[src/rtl/se_scale_ctrl_pkg.sv]
// Shared widths and FSM encoding for the SE channel-scaling controller.
package se_scale_ctrl_pkg;

    localparam int SE_BITSIZE = 14;
    localparam int FRAC_BITS  = 9;
    localparam int SE_ADDR_W  = 13;
    localparam int SE_CH_W    = 10;

    typedef enum logic [1:0] {
        IDLE  = 2'd0,
        ISSUE = 2'd1,
        DRAIN = 2'd2,
        FIN   = 2'd3
    } se_state_t;

endpackage

[src/rtl/se_addr_gen.sv]
// Pixel / channel / linear element counters for one scaling pass.
module se_addr_gen
    import se_scale_ctrl_pkg::*;
#(
    parameter int CH_W   = SE_CH_W,
    parameter int ADDR_W = SE_ADDR_W
) (
    input  logic              clk,
    input  logic              rst,
    input  logic              clear,
    input  logic              advance,
    input  logic [CH_W-1:0]   num_ch,
    input  logic [ADDR_W-1:0] num_pix,
    output logic [CH_W-1:0]   ch_idx,
    output logic [ADDR_W-1:0] lin_addr,
    output logic              last
);

    logic [ADDR_W-1:0] pix_idx;
    logic              last_pix;
    logic              last_ch;

    assign last_pix = (pix_idx == num_pix - ADDR_W'(1));
    assign last_ch  = (ch_idx == num_ch - CH_W'(1));
    assign last     = last_pix && last_ch;

    // The linear address runs straight through the pass; only the pixel count wraps.
    always_ff @(posedge clk or negedge rst) begin
        if (!rst) begin
            pix_idx  <= '0;
            ch_idx   <= '0;
            lin_addr <= '0;
        end else if (clear) begin
            pix_idx  <= '0;
            ch_idx   <= '0;
            lin_addr <= '0;
        end else if (advance) begin
            lin_addr <= lin_addr + ADDR_W'(1);
            if (last_pix) begin
                pix_idx <= '0;
                ch_idx  <= ch_idx + CH_W'(1);
            end else begin
                pix_idx <= pix_idx + ADDR_W'(1);
            end
        end
    end

endmodule

[src/rtl/se_scale_ctrl.sv]
// Streams a feature map through an external SE multiplier, scaling each
// element by its channel's scale value and writing the result back.
module se_scale_ctrl
    import se_scale_ctrl_pkg::*;
#(
    parameter int bitsize = SE_BITSIZE,
    parameter int CH_W    = SE_CH_W,
    parameter int ADDR_W  = SE_ADDR_W
) (
    input  logic               clk,
    input  logic               rst,
    input  logic               start,
    input  logic [CH_W-1:0]    num_ch,
    input  logic [ADDR_W-1:0]  num_pix,
    input  logic               pause,
    output logic               fm_rd_en,
    output logic [ADDR_W-1:0]  fm_rd_addr,
    input  logic [bitsize-1:0] fm_rd_data,
    output logic               sc_rd_en,
    output logic [CH_W-1:0]    sc_rd_addr,
    input  logic [bitsize-1:0] sc_rd_data,
    output logic               mul_start,
    output logic [bitsize-1:0] mul_a,
    output logic [bitsize-1:0] mul_b,
    output logic [ADDR_W-1:0]  mul_addr,
    input  logic               mul_valid,
    input  logic [bitsize-1:0] mul_result,
    input  logic [ADDR_W-1:0]  mul_out_addr,
    output logic               wr_en,
    output logic [ADDR_W-1:0]  wr_addr,
    output logic [bitsize-1:0] wr_data,
    output logic               busy,
    output logic               done
);

    se_state_t         state;
    logic [CH_W-1:0]   cfg_ch;
    logic [ADDR_W-1:0] cfg_pix;
    logic [1:0]        outstanding;
    logic              clear;
    logic              last;
    logic              active;
    logic              accept;
    logic [CH_W-1:0]   ch_idx;
    logic [ADDR_W-1:0] lin_addr;

    assign clear      = (state == IDLE) && start;
    assign active     = (state == ISSUE) || (state == DRAIN);
    assign fm_rd_en   = (state == ISSUE) && !pause;
    assign sc_rd_en   = fm_rd_en;
    assign fm_rd_addr = lin_addr;
    assign sc_rd_addr = ch_idx;

    // Returns outside a pass are leftovers from an aborted run and are dropped.
    assign accept = mul_valid && active;

    // Read data lands one cycle after the read, i.e. together with mul_start.
    assign mul_a = mul_start ? fm_rd_data : '0;
    assign mul_b = mul_start ? sc_rd_data : '0;

    se_addr_gen #(
        .CH_W   (CH_W),
        .ADDR_W (ADDR_W)
    ) u_addr_gen (
        .clk      (clk),
        .rst      (rst),
        .clear    (clear),
        .advance  (fm_rd_en),
        .num_ch   (cfg_ch),
        .num_pix  (cfg_pix),
        .ch_idx   (ch_idx),
        .lin_addr (lin_addr),
        .last     (last)
    );

    always_ff @(posedge clk or negedge rst) begin
        if (!rst) begin
            state   <= IDLE;
            cfg_ch  <= '0;
            cfg_pix <= '0;
            busy    <= 1'b0;
            done    <= 1'b0;
        end else begin
            case (state)
                IDLE: begin
                    done <= 1'b0;
                    if (start) begin
                        cfg_ch  <= num_ch;
                        cfg_pix <= num_pix;
                        if ((num_ch == '0) || (num_pix == '0)) begin
                            state <= FIN;
                            done  <= 1'b1;
                        end else begin
                            state <= ISSUE;
                            busy  <= 1'b1;
                        end
                    end
                end
                ISSUE: begin
                    if (fm_rd_en && last) begin
                        state <= DRAIN;
                    end
                end
                DRAIN: begin
                    if (outstanding == 2'd0) begin
                        state <= FIN;
                        busy  <= 1'b0;
                        done  <= 1'b1;
                    end
                end
                FIN: begin
                    state <= IDLE;
                    done  <= 1'b0;
                end
                default: begin
                    state <= IDLE;
                    busy  <= 1'b0;
                    done  <= 1'b0;
                end
            endcase
        end
    end

    // At most three elements sit between read and multiplier return.
    always_ff @(posedge clk or negedge rst) begin
        if (!rst) begin
            outstanding <= 2'd0;
        end else begin
            case ({fm_rd_en, accept})
                2'b10:   outstanding <= outstanding + 2'd1;
                2'b01:   outstanding <= outstanding - 2'd1;
                default: outstanding <= outstanding;
            endcase
        end
    end

    always_ff @(posedge clk or negedge rst) begin
        if (!rst) begin
            mul_start <= 1'b0;
            mul_addr  <= '0;
            wr_en     <= 1'b0;
            wr_addr   <= '0;
            wr_data   <= '0;
        end else begin
            mul_start <= fm_rd_en;
            mul_addr  <= fm_rd_addr;
            wr_en     <= accept;
            if (accept) begin
                wr_addr <= mul_out_addr;
                wr_data <= mul_result;
            end
        end
    end

endmodule

[config.mk]
export PLATFORM = sky130hd
export DESIGN_NAME = se_scale_ctrl
export DESIGN_NICKNAME = d
export VERILOG_FILES = /design/src/rtl/se_scale_ctrl_pkg.sv /design/src/rtl/se_addr_gen.sv /design/src/rtl/se_scale_ctrl.sv
export SDC_FILE = /design/constraint.sdc
export NUM_CORES = 1
export LEC_CHECK = 0
export ABC_CLOCK_PERIOD_IN_PS = 6600
export BUFFER_PORTS_ARGS = -buffer_cell sky130_fd_sc_hd__buf_2
export CORE_MARGIN = 2
export CORE_UTILIZATION = 27
export CTS_CLUSTER_DIAMETER = 120
export DETAILED_ROUTE_END_ITERATION = 6
export PLACE_DENSITY = 0.56
export SLEW_MARGIN = 10
export SYNTH_ARGS = -nofsm -noshare
export SYNTH_HDL_FRONTEND = slang
export SYNTH_SLANG_ARGS = --single-unit
[constraint.sdc]
create_clock -name clk -period 6.6 [get_ports clk]
set_input_delay 0 -clock clk [delete_from_list [all_inputs] [get_ports clk]]
set_output_delay 0 -clock clk [all_outputs]
set_load 0.005 [all_outputs]
# After elaboration in Yosys (flattened, before gate mapping)
# Index checks and enable logic that the tools add are counted.
# totals
register_bits	107
in_bits	83
out_inout_bits	97
word_cells	78
# op_classes
add_sub_neg	7
eq_ne	11
muxes	24
reduce_logical	22
# ops
op	n
2-to-1 mux 13 bit	5
2-to-1 mux 10 bit	3
2-to-1 mux 14 bit	2
adder 13 x 1 -> 13 bit (second input constant)	2
== test 13 bit	1
logical NOT 13 bit	1
subtractor 13 x 1 -> 13 bit (second input constant)	1
adder 10 x 1 -> 10 bit (second input constant)	1
== test 10 bit	1
logical NOT 10 bit	1
subtractor 10 x 1 -> 10 bit (second input constant)	1
2-to-1 mux 2 bit	4
one-hot mux 2 bit (4 select lines)	1
nonzero test 2 bit	4
== test 2 bit (second input constant)	3
2-to-1 mux 1 bit	6
AND reduction 2 bit	3
logical AND 1 bit	5
== test 2 x 1 -> 1 bit (second input constant)	2
logical NOT 2 bit	2
!= test 2 x 1 -> 1 bit (second input constant)	2
!= test 2 bit (second input constant)	2
one-hot mux 2 bit (2 select lines)	1
AND reduction 4 bit	1
8 further kinds	9

# Depth between registers and ports, before layout
# logic_depth
word_depth	6
ltp_mapped	11
mapped_depth_nobuf	10

# By module
# A second synthesis with hierarchy kept.
# hier_totals
cells_unflattened	516
area_unflattened_um2	5582.9
# by_module_without_submodules
mod	instances	cells_per_inst	area_per_inst_um2	seq_area_each_um2
se_scale_ctrl	1	203	2861.5	1776.7
se_addr_gen	1	313	2721.4	900.9

# Worst setup path after synthesis
# Ideal clock, no wire load.
# synth_path
path_kind	reg2reg
from	register cfg_pix[5]
to	register u_addr_gen.ch_idx[3]
setup_ns	0.120
t_arrival_ns	2.435
required_time_ns	6.480
slack_ns	4.045
path_stages_with_launch	9
path_buffers	1
period_less_slack_ns	2.555
path_cell_list	dfrtp_1 -> or4_1 -> or3_1 -> nor3_1 -> a311oi_2 -> nor4_4 -> buf_6 -> a21oi_1 -> a31o_1
# synth_via
elab_chain_cells	4
# synth_rtl
element	line	text
start: declaration	se_scale_ctrl.sv:38	logic [ADDR_W-1:0] cfg_pix;
start signal: assignment	se_scale_ctrl.sv:89	cfg_pix <= num_pix;
subtractor 13 x 1 -> 13 bit	se_addr_gen.sv:23	assign last_pix = (pix_idx == num_pix - ADDR_W'(1));
== test 13 bit	se_addr_gen.sv:23	
nonzero test 2 bit (no source line)	n/a	
AND reduction 2 bit (no source line)	n/a	
end signal: assignment	se_addr_gen.sv:41	ch_idx <= ch_idx + CH_W'(1);
end: declaration	se_addr_gen.sv:14	output logic [CH_W-1:0] ch_idx,
# Every way passes these cells.
# A chain may end at the register's enable or synchronous reset.

# Worst setup path in the final report
# layout_path
from	register cfg_pix[0]
to	register u_addr_gen.pix_idx[2]
# layout_via
elab_chain_cells	5
# layout_rtl
element	line	text
subtractor 13 x 1 -> 13 bit	se_addr_gen.sv:23	
== test 13 bit	se_addr_gen.sv:23	
2-to-1 mux 13 bit	se_addr_gen.sv:39	if (last_pix) begin
2-to-1 mux 13 bit	se_addr_gen.sv:37	end else if (advance) begin
2-to-1 mux 13 bit	se_addr_gen.sv:33	end else if (clear) begin
end signal: assignment	se_addr_gen.sv:43	pix_idx <= pix_idx + ADDR_W'(1);
end: declaration	se_addr_gen.sv:19	logic [ADDR_W-1:0] pix_idx;
# Every way passes these cells. The select of a mux whose other input is x is not followed.

==> metrics <==
Startpoint Class=flip-flop; synthesized area per cell=9.884 um^2; Antenna Cells=0; max_cap viols=0; hold_ws=0.08895 ns; ys flop type=dfrtp_1; CP Data Arrival Time=3.65 ns; P_leak=3.679 nW; aggregate global-route resource usage=13.55%; relative max-transition margin=33.15%; Tot Pwr=2.589 mW; Avg WL per Cell=13.68 um; DRT antenna net count=0; Setup WS pre-CTS=3.132 ns; Syn Nets=649; Slew @ Worst Pin=1.003 ns; Starting Density=27.38%; total grt overflow=0; RSZ-0062 raised after global routing=no; via count=4811; Synth top area share=48.64%; final setup violating endpoints=0; post-DP HPWL=10190 um; initial DRC count=195; Mapped Area=0.005505 mm^2; Crit path required time=6.82 ns; largest net degree at the start of global routing=65; Synth cell types=57; maximum VDD drop=245.5 uV; layout cells sized above 1=31.50%; CTS tree=done; synth top area cells=dfrtp_1 (49%), nand2_1 (6.1%), mux2_2 (5.5%); minimum clock period=3.433 ns; Core Box Area=0.02010 mm^2; Hold/Removal Path Class=in2reg; pwr dens=347.3 mW/mm^2; dominant cell type by area after synthesis=dfrtp_1; Layout Nets=868; crit-path max FO=16; setup TNS=0 ns; die width=146.8 um; Die Area=0.02155 mm^2; Max clock buf depth=2; Site Rows=52; Post-synth EDFFs=0; first-pass GRT wire length=23830 um; vias in the first global route=4687; Yosys reg bits=107; status=complete, no violations; CTS clk-pin slew, worst paths=0.08 ns; cell count after synthesis=557; die height=146.8 um; CTS H-tree lvls=3; via/cell ratio=4.578; Ports=180; Detailed Routing Iterations Pass 1=4; Warnings, synthesis=0; setup slack after layout=3.167 ns; sequential-to-total area share from yosys stat=48.64%; ys async rst share=100.0%; fmax=291.3 MHz; Clock Skew=0.008721 ns; clock buffer count from CTS=9; Worst Setup End Kind=flip-flop; fin crit share=52.01%; final hold viol count=0; Max Transition Viols Final=0; final wirelength=14380 um; root buffer cell=clkbuf_16; CTS Sinks=107; Final Wtd Congestion=0.8302; # fillers=2019; DR DRC count=0; post-CTS sizing=0; Port Buffers=179; worst setup path category=reg2reg; clock latency at the later pin of the worst-skew pair=0.35 ns; Area Overhead vs Synth=35.39%; initial antenna violation count=0
-- flip-flops by register name, summed over array words and instances, names as in the netlist --
signal	cells
done	1
mul_start	1
cfg_ch	10
busy	1
outstanding	2
wr_addr	13
u_addr_gen.lin_addr	13
u_addr_gen.pix_idx	13
mul_addr	13
wr_en	1
cfg_pix	13
wr_data	14
state	2
u_addr_gen.ch_idx	10
-- metal layers --
metal	GRT usage, %	share of wire (%)	vias up	routed length [um]
li1	-	-	2365	-
met5	0	0	-	0
met1	17.36	45	2266	6414
met2	23.29	48	171	6898
met4	2.718	0.72	0	103
met3	3.447	6.7	9	959
-- through the flow --
step	instance area (um^2)	instances	util, %
6_report	7453	1051	37.07
5_1_grt	7453	1051	37.07
4_1_cts	7453	1051	37.07
3_5_place_dp	6644	984	33.05
3_3_place_gp	6644	984	33.05
2_1_floorplan	5505	557	-
-- worst max-delay path, stage by stage, from the launching register on --
cell and delay [ns]:
dfrtp_1 0.41, inv_1 0.09, ha_1 0.30, nor4b_1 0.38
and2_1 0.24, a21oi_1 0.10, a211o_1 0.34, nor4_4 0.78
or2_1 0.56, nor2_1 0.10
-- path summary, 6_finish.rpt --
| check | from | end | slack, ns | cells after the start |
|---|---|---|---|---|
| min in group asynchronous | rst | mul_addr[12] | 0.19 | 2 |
| max in group asynchronous | rst | cfg_pix[7] | 5.16 | 3 |
| min reg2reg | u_addr_gen.lin_addr[12] | mul_addr[12] | 0.42 | 0 |
| min | start | busy | 0.09 | 4 |
| max | cfg_pix[0] | u_addr_gen.pix_idx[2] | 3.17 | 9 |
| max reg2reg | cfg_pix[0] | u_addr_gen.pix_idx[2] | 3.17 | 9 |
-- timing repair --
item,CTS,global route
buffers inserted,0,0
hold endpoints to repair,93,0
hold buffers,51,0
-- cells in the mapped netlist, drive strengths merged, types with 3 or more instances --
cell     count
nand2b       6
nor2        45
clkbuf      19
buf          6
ha           9
a31oi        4
o31ai        4
or2          3
o21ai       20
nand3b       3
and3        11
or4          6
nand3        9
a211oi       5
and2        31
xnor2       21
nor3         7
mux2        27
nor2b        4
nor4         8
nand2       90
a31o         6
nand4       13
a2111oi      3
a21oi       15
xor2        27
mux2i        4
inv         13
or3         10
dfrtp      107
-- power by group --
group	internal (mW)	total [mW]	switching, mW
Combinational	0.499	1.02	0.517
Sequential	0.851	1.03	0.178
Clock	0.282	0.543	0.261
-- layout make-up --
| cell class | instances | area, um^2 | area share, % |
|---|---|---|---|
| Sequential cell | 107 | 2678 | 35.92 |
| Multi-Input combinational cell | 412 | 2659 | 35.67 |
| Timing Repair Buffer | 233 | 1431 | 19.20 |
| Tap cell | 270 | 337.8 | 4.532 |
| Clock buffer | 11 | 252.7 | 3.391 |
| Inverter | 13 | 48.80 | 0.6547 |
| Clock inverter | 5 | 46.29 | 0.6211 |
-- logic make-up (layout without fill, tap and decap cells) --
kind of cell               Yosys count  count (layout)  share of synthesized area [%]
AOI/OAI and AO/OA                   71              71                          8.637
buffers and inverters               38             262                          3.091
muxes                               31              31                          6.250
xor gates and xnor gates            48              48                          7.636
and+or+nand+nor                    253             253                          23.70
DFF                                107             107                          48.64
adders and majority gates            9               9                          2.045
-- cells in the final DEF, fill, tap and decap left out, types with 4 or more instances in the layout --
cell / Yosys / final
xnor2_1: 21 / 21
xor2_1: 27 / 27
and3_1: 11 / 11
nor2b_1: 4 / 4
nand4_1: 13 / 13
nor4_1: 6 / 6
nand3_1: 9 / 9
nand2b_1: 6 / 6
or3_1: 9 / 9
mux2_2: 27 / 27
and2_1: 31 / 30
or4_1: 6 / 6
clkbuf_16: 0 / 9
nor3_1: 7 / 7
a21oi_1: 15 / 15
buf_4: 1 / 4
inv_1: 13 / 13
nand2_1: 90 / 90
mux2i_1: 4 / 4
buf_2: 1 / 178
ha_1: 9 / 9
dfrtp_1: 107 / 107
nor2_2: 10 / 10
o21ai_0: 19 / 19
a211oi_1: 5 / 5
a31oi_1: 4 / 4
nor2_1: 35 / 35
o31ai_1: 4 / 4
dlygate4sd3_1: 0 / 51
Power figures use the tool's default switching activity.
